## src/rtl/word_pkt_tx_pkg.sv

```systemverilog
// word_pkt_tx shared types and PC-link frame mapping.
// Byte0 carries the header mark plus the top bit of every data byte.
package word_pkt_tx_pkg;

  localparam int FRAME_LEN = 5;
  localparam logic [7:0] HDR_MARK = 8'h80;

  typedef logic [FRAME_LEN-1:0][7:0] frame_t;

  typedef enum logic [2:0] {
    S_IDLE,
    S_LOAD,
    S_SEND,
    S_WAIT_HI,
    S_WAIT_LO,
    S_GAP
  } state_t;

  function automatic frame_t pkt_encode(input logic [31:0] w);
    frame_t f;
    f[0] = HDR_MARK | {4'h0, w[31], w[23], w[15], w[7]};
    f[1] = {1'b0, w[6:0]};
    f[2] = {1'b0, w[14:8]};
    f[3] = {1'b0, w[22:16]};
    f[4] = {1'b0, w[30:24]};
    return f;
  endfunction

  function automatic logic [31:0] pkt_decode(input frame_t f);
    return {f[0][3], f[4][6:0],
            f[0][2], f[3][6:0],
            f[0][1], f[2][6:0],
            f[0][0], f[1][6:0]};
  endfunction

endpackage

```

## src/rtl/word_pkt_tx_enc.sv

```systemverilog
// word_pkt_enc: combinational 32-bit word to 5-byte frame builder.
// Byte i of the frame sits in frame[i].
import word_pkt_tx_pkg::*;

module word_pkt_enc (
  input  logic [31:0] word,
  output frame_t      frame
);

  assign frame = pkt_encode(word);

endmodule

```

## src/rtl/word_pkt_tx.sv

```systemverilog
// word_pkt_tx: pushes a framed 32-bit word byte by byte
// into a serial transmitter using its send/busy handshake.
import word_pkt_tx_pkg::*;

module word_pkt_tx #(
  parameter int BUSY_WAIT = 16,
  parameter int GAP       = 0
) (
  input  logic        clk,
  input  logic        rst,
  input  logic [31:0] word,
  input  logic        word_valid,
  output logic        word_ready,
  output logic [7:0]  sbyte,
  output logic        send,
  input  logic        busy,
  output logic        pkt_done,
  output logic [15:0] pkt_cnt
);

  localparam logic [7:0] WAIT_LAST = 8'(BUSY_WAIT - 1);
  localparam logic [7:0] GAP_LAST  = 8'(GAP - 1);
  localparam logic [2:0] LAST_IDX  = 3'(FRAME_LEN - 1);

  state_t     state;
  frame_t     enc_frame;
  frame_t     frame_q;
  logic [2:0] idx;
  logic [7:0] wait_cnt;
  logic [7:0] gap_cnt;
  logic       adv;

  word_pkt_enc u_enc (
    .word  (word),
    .frame (enc_frame)
  );

  // A byte is finished once busy has fallen and any gap has elapsed.
  always_comb begin
    adv = 1'b0;
    if (state == S_WAIT_LO && !busy && GAP == 0)
      adv = 1'b1;
    if (state == S_GAP && gap_cnt == GAP_LAST)
      adv = 1'b1;
  end

  always_ff @(posedge clk) begin
    if (rst) begin
      state      <= S_IDLE;
      frame_q    <= '0;
      idx        <= '0;
      wait_cnt   <= '0;
      gap_cnt    <= '0;
      word_ready <= 1'b0;
      sbyte      <= '0;
      send       <= 1'b0;
      pkt_done   <= 1'b0;
      pkt_cnt    <= '0;
    end else begin
      send     <= 1'b0;
      pkt_done <= 1'b0;
      unique case (state)
        S_IDLE: begin
          if (!word_ready) begin
            word_ready <= 1'b1;
          end else if (word_valid) begin
            frame_q    <= enc_frame;
            idx        <= '0;
            word_ready <= 1'b0;
            state      <= S_LOAD;
          end
        end
        S_LOAD: begin
          if (!busy) begin
            sbyte <= frame_q[idx];
            send  <= 1'b1;
            state <= S_SEND;
          end
        end
        S_SEND: begin
          wait_cnt <= '0;
          state    <= S_WAIT_HI;
        end
        S_WAIT_HI: begin
          // Timeout covers transmitters that never raise busy.
          if (busy || wait_cnt == WAIT_LAST)
            state <= S_WAIT_LO;
          else
            wait_cnt <= wait_cnt + 8'd1;
        end
        S_WAIT_LO: begin
          if (!busy && GAP != 0) begin
            gap_cnt <= '0;
            state   <= S_GAP;
          end
        end
        S_GAP: begin
          gap_cnt <= gap_cnt + 8'd1;
        end
        default: state <= S_IDLE;
      endcase

      if (adv) begin
        if (idx == LAST_IDX) begin
          pkt_done   <= 1'b1;
          pkt_cnt    <= pkt_cnt + 16'd1;
          word_ready <= 1'b1;
          state      <= S_IDLE;
        end else begin
          idx   <= idx + 3'd1;
          state <= S_LOAD;
        end
      end
    end
  end

endmodule

```

## config.mk

```make
export PLATFORM = sky130hd
export DESIGN_NAME = word_pkt_tx
export DESIGN_NICKNAME = d
export VERILOG_FILES = /design/src/rtl/word_pkt_tx_pkg.sv /design/src/rtl/word_pkt_tx_enc.sv /design/src/rtl/word_pkt_tx.sv
export SDC_FILE = /design/constraint.sdc
export NUM_CORES = 1
export LEC_CHECK = 0
export CAP_MARGIN = 20
export CORE_AREA = 4 4 96 98
export CTS_BUF_LIST = sky130_fd_sc_hd__clkbuf_16
export CTS_CLUSTER_SIZE = 20
export DETAILED_ROUTE_END_ITERATION = 10
export DIE_AREA = 0 0 100 102
export GPL_ROUTABILITY_DRIVEN = 1
export MAX_ROUTING_LAYER = met4
export PLACE_DENSITY = 0.71
export SYNTH_ARGS = -nofsm -noshare
export SYNTH_HDL_FRONTEND = slang
export SYNTH_SLANG_ARGS = --single-unit
```

## constraint.sdc

```tcl
create_clock -name clk -period 3.4 [get_ports clk]
set_clock_uncertainty 0.15 [all_clocks]
set_input_delay 0.68 -clock clk [delete_from_list [all_inputs] [get_ports clk]]
set_output_delay 0.68 -clock clk [all_outputs]
set_load 0.01 [all_outputs]
```

==> flow_summary.json <==
{
  "grt_pass1_vias": 2985,
  "cts-hold-fix-buffers": 0,
  "hpwlAfterDp_um": 5688,
  "cts.sinks": 82,
  "synth.avg_cell_area_um2": 8.361,
  "gp_congestion": 0.7866,
  "vias": 3319,
  "postRouteAntennaNets": 0,
  "ys_seq_elements": 82,
  "ys_seq_area_frac": 0.4422,
  "synth-edff-count": 0,
  "numCtsBuffers": 9,
  "synthAdderAreaFrac": 0.01685,
  "whs_ns": 0.3006,
  "clkSlewWorstSetupHoldPaths_ns": 0.06,
  "drtIter0Drc": 90,
  "drv_slew": 0,
  "grt_first_pass_wirelength_um": 13970,
  "grt_usage": 0.1720,
  "relSlewSlack": 0.3523,
  "drt-total-wl_um": 8458,
  "drtPass1Iterations": 4,
  "placed_area_mm2": 0.004369,
  "io_pins": 63,
  "grt.overflow.total": 0,
  "crit_required_ns": 3.48,
  "syn_area_mm2": 0.003712,
  "max_stage_delay_ns": 0.54,
  "area_growth_pct": 25.18,
  "synthTopCellsByArea": "dfxtp_1, nand2_1, a21oi_1",
  "antenna_cells": 0,
  "leakage_nw": 1.538,
  "yosysTopAreaCellShare": 0.4422,
  "hold_path.class": "flop to flop",
  "min_to": "frame_q[30]",
  "dieArea_mm2": 0.01020,
  "hold_viol_final": 0,
  "setup_tns_ns": 0,
  "yosys_warnings": 0,
  "cp_cell_sequence": "clkdlybuf4s50_1 -> or4b_4 -> o41a_4 -> nor4b_1 -> mux2_2",
  "rsz0062_at_grt": "no",
  "final_area_mm2": 0.004647,
  "min_path_cells": 2,
  "vdd_ir_drop_max_mv": 0.2944,
  "cts.path.max_buffers": 2,
  "ys_types": 49,
  "crit_type": "input pin to flop",
  "crit_fanout": 29,
  "worstMarginPinSlew_ns": 0.9610,
  "cp-start-kind": "input pin",
  "powerDensity_mw_per_mm2": 493.7,
  "yosys-mux-area-fraction": 0.04516,
  "n_fill_cell": 809,
  "drc_errors": 0,
  "setup_violations": 0,
  "timing.final.crit_share": 0.7735,
  "drive_gt1_frac": 0.07071,
  "reg2regPathDepth": 5,
  "grt_max_degree": 37,
  "cts_resized": 0,
  "cts_tree": "built",
  "r2r_slack_ns": 0.91,
  "synth_xor_area_frac": 0.01651,
  "syn-num-nets": 485,
  "initial_core_util": 0.4385,
  "timing.fmax_mhz": 380.2,
  "r2r_end": "pkt_cnt[14]",
  "post_drt_wl_per_cell_um": 14.03,
  "end_kind": "flop",
  "postSynthCellCount": 444,
  "fp.coreArea_mm2": 0.008466,
  "hp-start": "frame_q[30]",
  "maxCapViolCount": 0,
  "fin_nets": 531,
  "path_buf_inv": 1,
  "critical-path-top-delay-family": "simple AND/OR/NAND/NOR gates",
  "clock_latency_ns": 0.34,
  "die_y_um": 102,
  "antenna_found_initial": 0,
  "synthSimpleGateAreaFrac": 0.2538,
  "cp.arrival_ns": 2.71,
  "cts_setup_buffers": 0,
  "synth-main-ff-cell": "dfxtp_1",
  "rr_startpoint": "idx[0]",
  "root_buffer": "clkbuf_16",
  "cp_slowest_cell": "or4b_4",
  "synth_top_area_cell": "dfxtp_1",
  "port_buffers": 62,
  "postSynth.asyncResetShare": 0,
  "finalCriticalPeriod_ns": 2.630,
  "die_w_um": 100,
  "outcome": "completed",
  "synth-compound-area-share": 0.1830,
  "synth_top_family_by_area": "simple AND/OR/NAND/NOR gates",
  "rows": 34,
  "viasPerCell": 5.504,
  "ctsHtreeMaxLevel": 3
}
## worst register-to-register path: stages, from the launching register on
cell and delay, ns:
dfxtp_1 0.51, inv_1 0.19, ha_1 0.20, nand2_1 0.47, nor4b_1 0.50, mux2_2 0.37
## cells by family (layout without fill, tap and decap cells)
family	Yosys count	after routing
AOI/OAI and AO/OA	108	108
xor gates and xnor gates	7	7
adders and majority gates	5	5
buffers and inverters	39	90
DFF	82	82
muxes	11	11
and+or+nand+nor	192	192
## worst max-delay path by stage
stage / from / slack (ns) / cells past startpoint / end
6_report: busy / 0.77 / 5 / pkt_cnt[14]
3_5_place_dp: busy / 0.44 / 5 / pkt_cnt[14]
4_1_cts: busy / 0.76 / 5 / pkt_cnt[14]
2_1_floorplan: busy / 0.89 / 6 / pkt_cnt[15]
3_3_place_gp: busy / 0.46 / 5 / pkt_cnt[14]
5_1_grt: busy / 0.64 / 5 / pkt_cnt[14]
## synthesized netlist by cell type, types with 2 or more instances
cell type and n:
or3_1 6, buf_1 3, o211a_1 3, o21ai_0 8
nand2_1 82, nand4_1 10, mux2_2 6, o211ai_1 3
clkbuf_1 25, a22oi_1 7, xor2_1 3, or4_1 12
a21o_1 2, a21oi_1 58, nor2b_1 6, o31ai_1 10
nor4b_1 2, nor4_1 6, a211oi_1 5, and4_1 3
dfxtp_1 82, nand2b_1 2, and3_1 5, ha_1 5
nor2_1 26, and2_1 2, xnor2_1 4, mux4_2 4
nand3_1 16, inv_1 7, nor3_1 9, buf_2 3
a31oi_1 3
## where the power goes
group / internal (mW) / leakage (nW) / total, mW / switching [mW]
Combinational: 0.148 / 0.748 / 0.316 / 0.168
Sequential: 1.02 / 0.664 / 1.07 / 0.0496
Clock: 0.498 / 0.126 / 0.905 / 0.406
## sequential cells by signal (all words and copies together) (netlist names)
name	flops
frame_q	33
gap_cnt	8
idx	3
pkt_cnt	16
pkt_done	1
sbyte	8
send	1
state	3
wait_cnt	8
word_ready	1
## stage by stage
stage	power [mW]	setup slack, ns	util	cells
floorplan	1.287	0.8863	-	444
global placement	1.404	0.4602	0.5161	587
detailed placement	1.412	0.4388	0.5161	587
CTS	2.315	0.7624	0.5489	603
global route	2.397	0.6376	0.5489	603
finish	2.294	0.7700	0.5489	603
## routing by layer
layer | wire (um) | track usage | vias to the layer above
met2 | 3998 | 0.2735 | 73
met5 | 0 | - | -
met3 | 401 | 0.04164 | 9
met4 | 89 | 0.03731 | 0
li1 | - | - | 1697
met1 | 3968 | 0.2241 | 1540
## final cells by class
type / count / area, um^2 / share of cell area
multi-input combinational: 323 / 1913 / 0.4117
timing repair buffer: 67 / 653.1 / 0.1405
clock buffer: 9 / 225.2 / 0.04847
clock inverter: 7 / 52.55 / 0.01131
tap: 108 / 135.1 / 0.02908
sequential: 82 / 1642 / 0.3533
inverter: 7 / 26.28 / 0.005654
## placed cells by master (no fill, tap or decap), types with 7 or more instances in the layout
| cell type | instances |
|---|---|
| a21oi_1 | 58 |
| a22oi_1 | 7 |
| clkbuf_16 | 9 |
| clkdlybuf4s50_1 | 61 |
| dfxtp_1 | 82 |
| inv_1 | 7 |
| nand2_1 | 82 |
| nand3_1 | 16 |
| nand4_1 | 10 |
| nor2_1 | 26 |
| nor3_1 | 9 |
| o21ai_0 | 8 |
| o31ai_1 | 10 |
| or4_1 | 12 |
(Power assumes the default switching activity.)
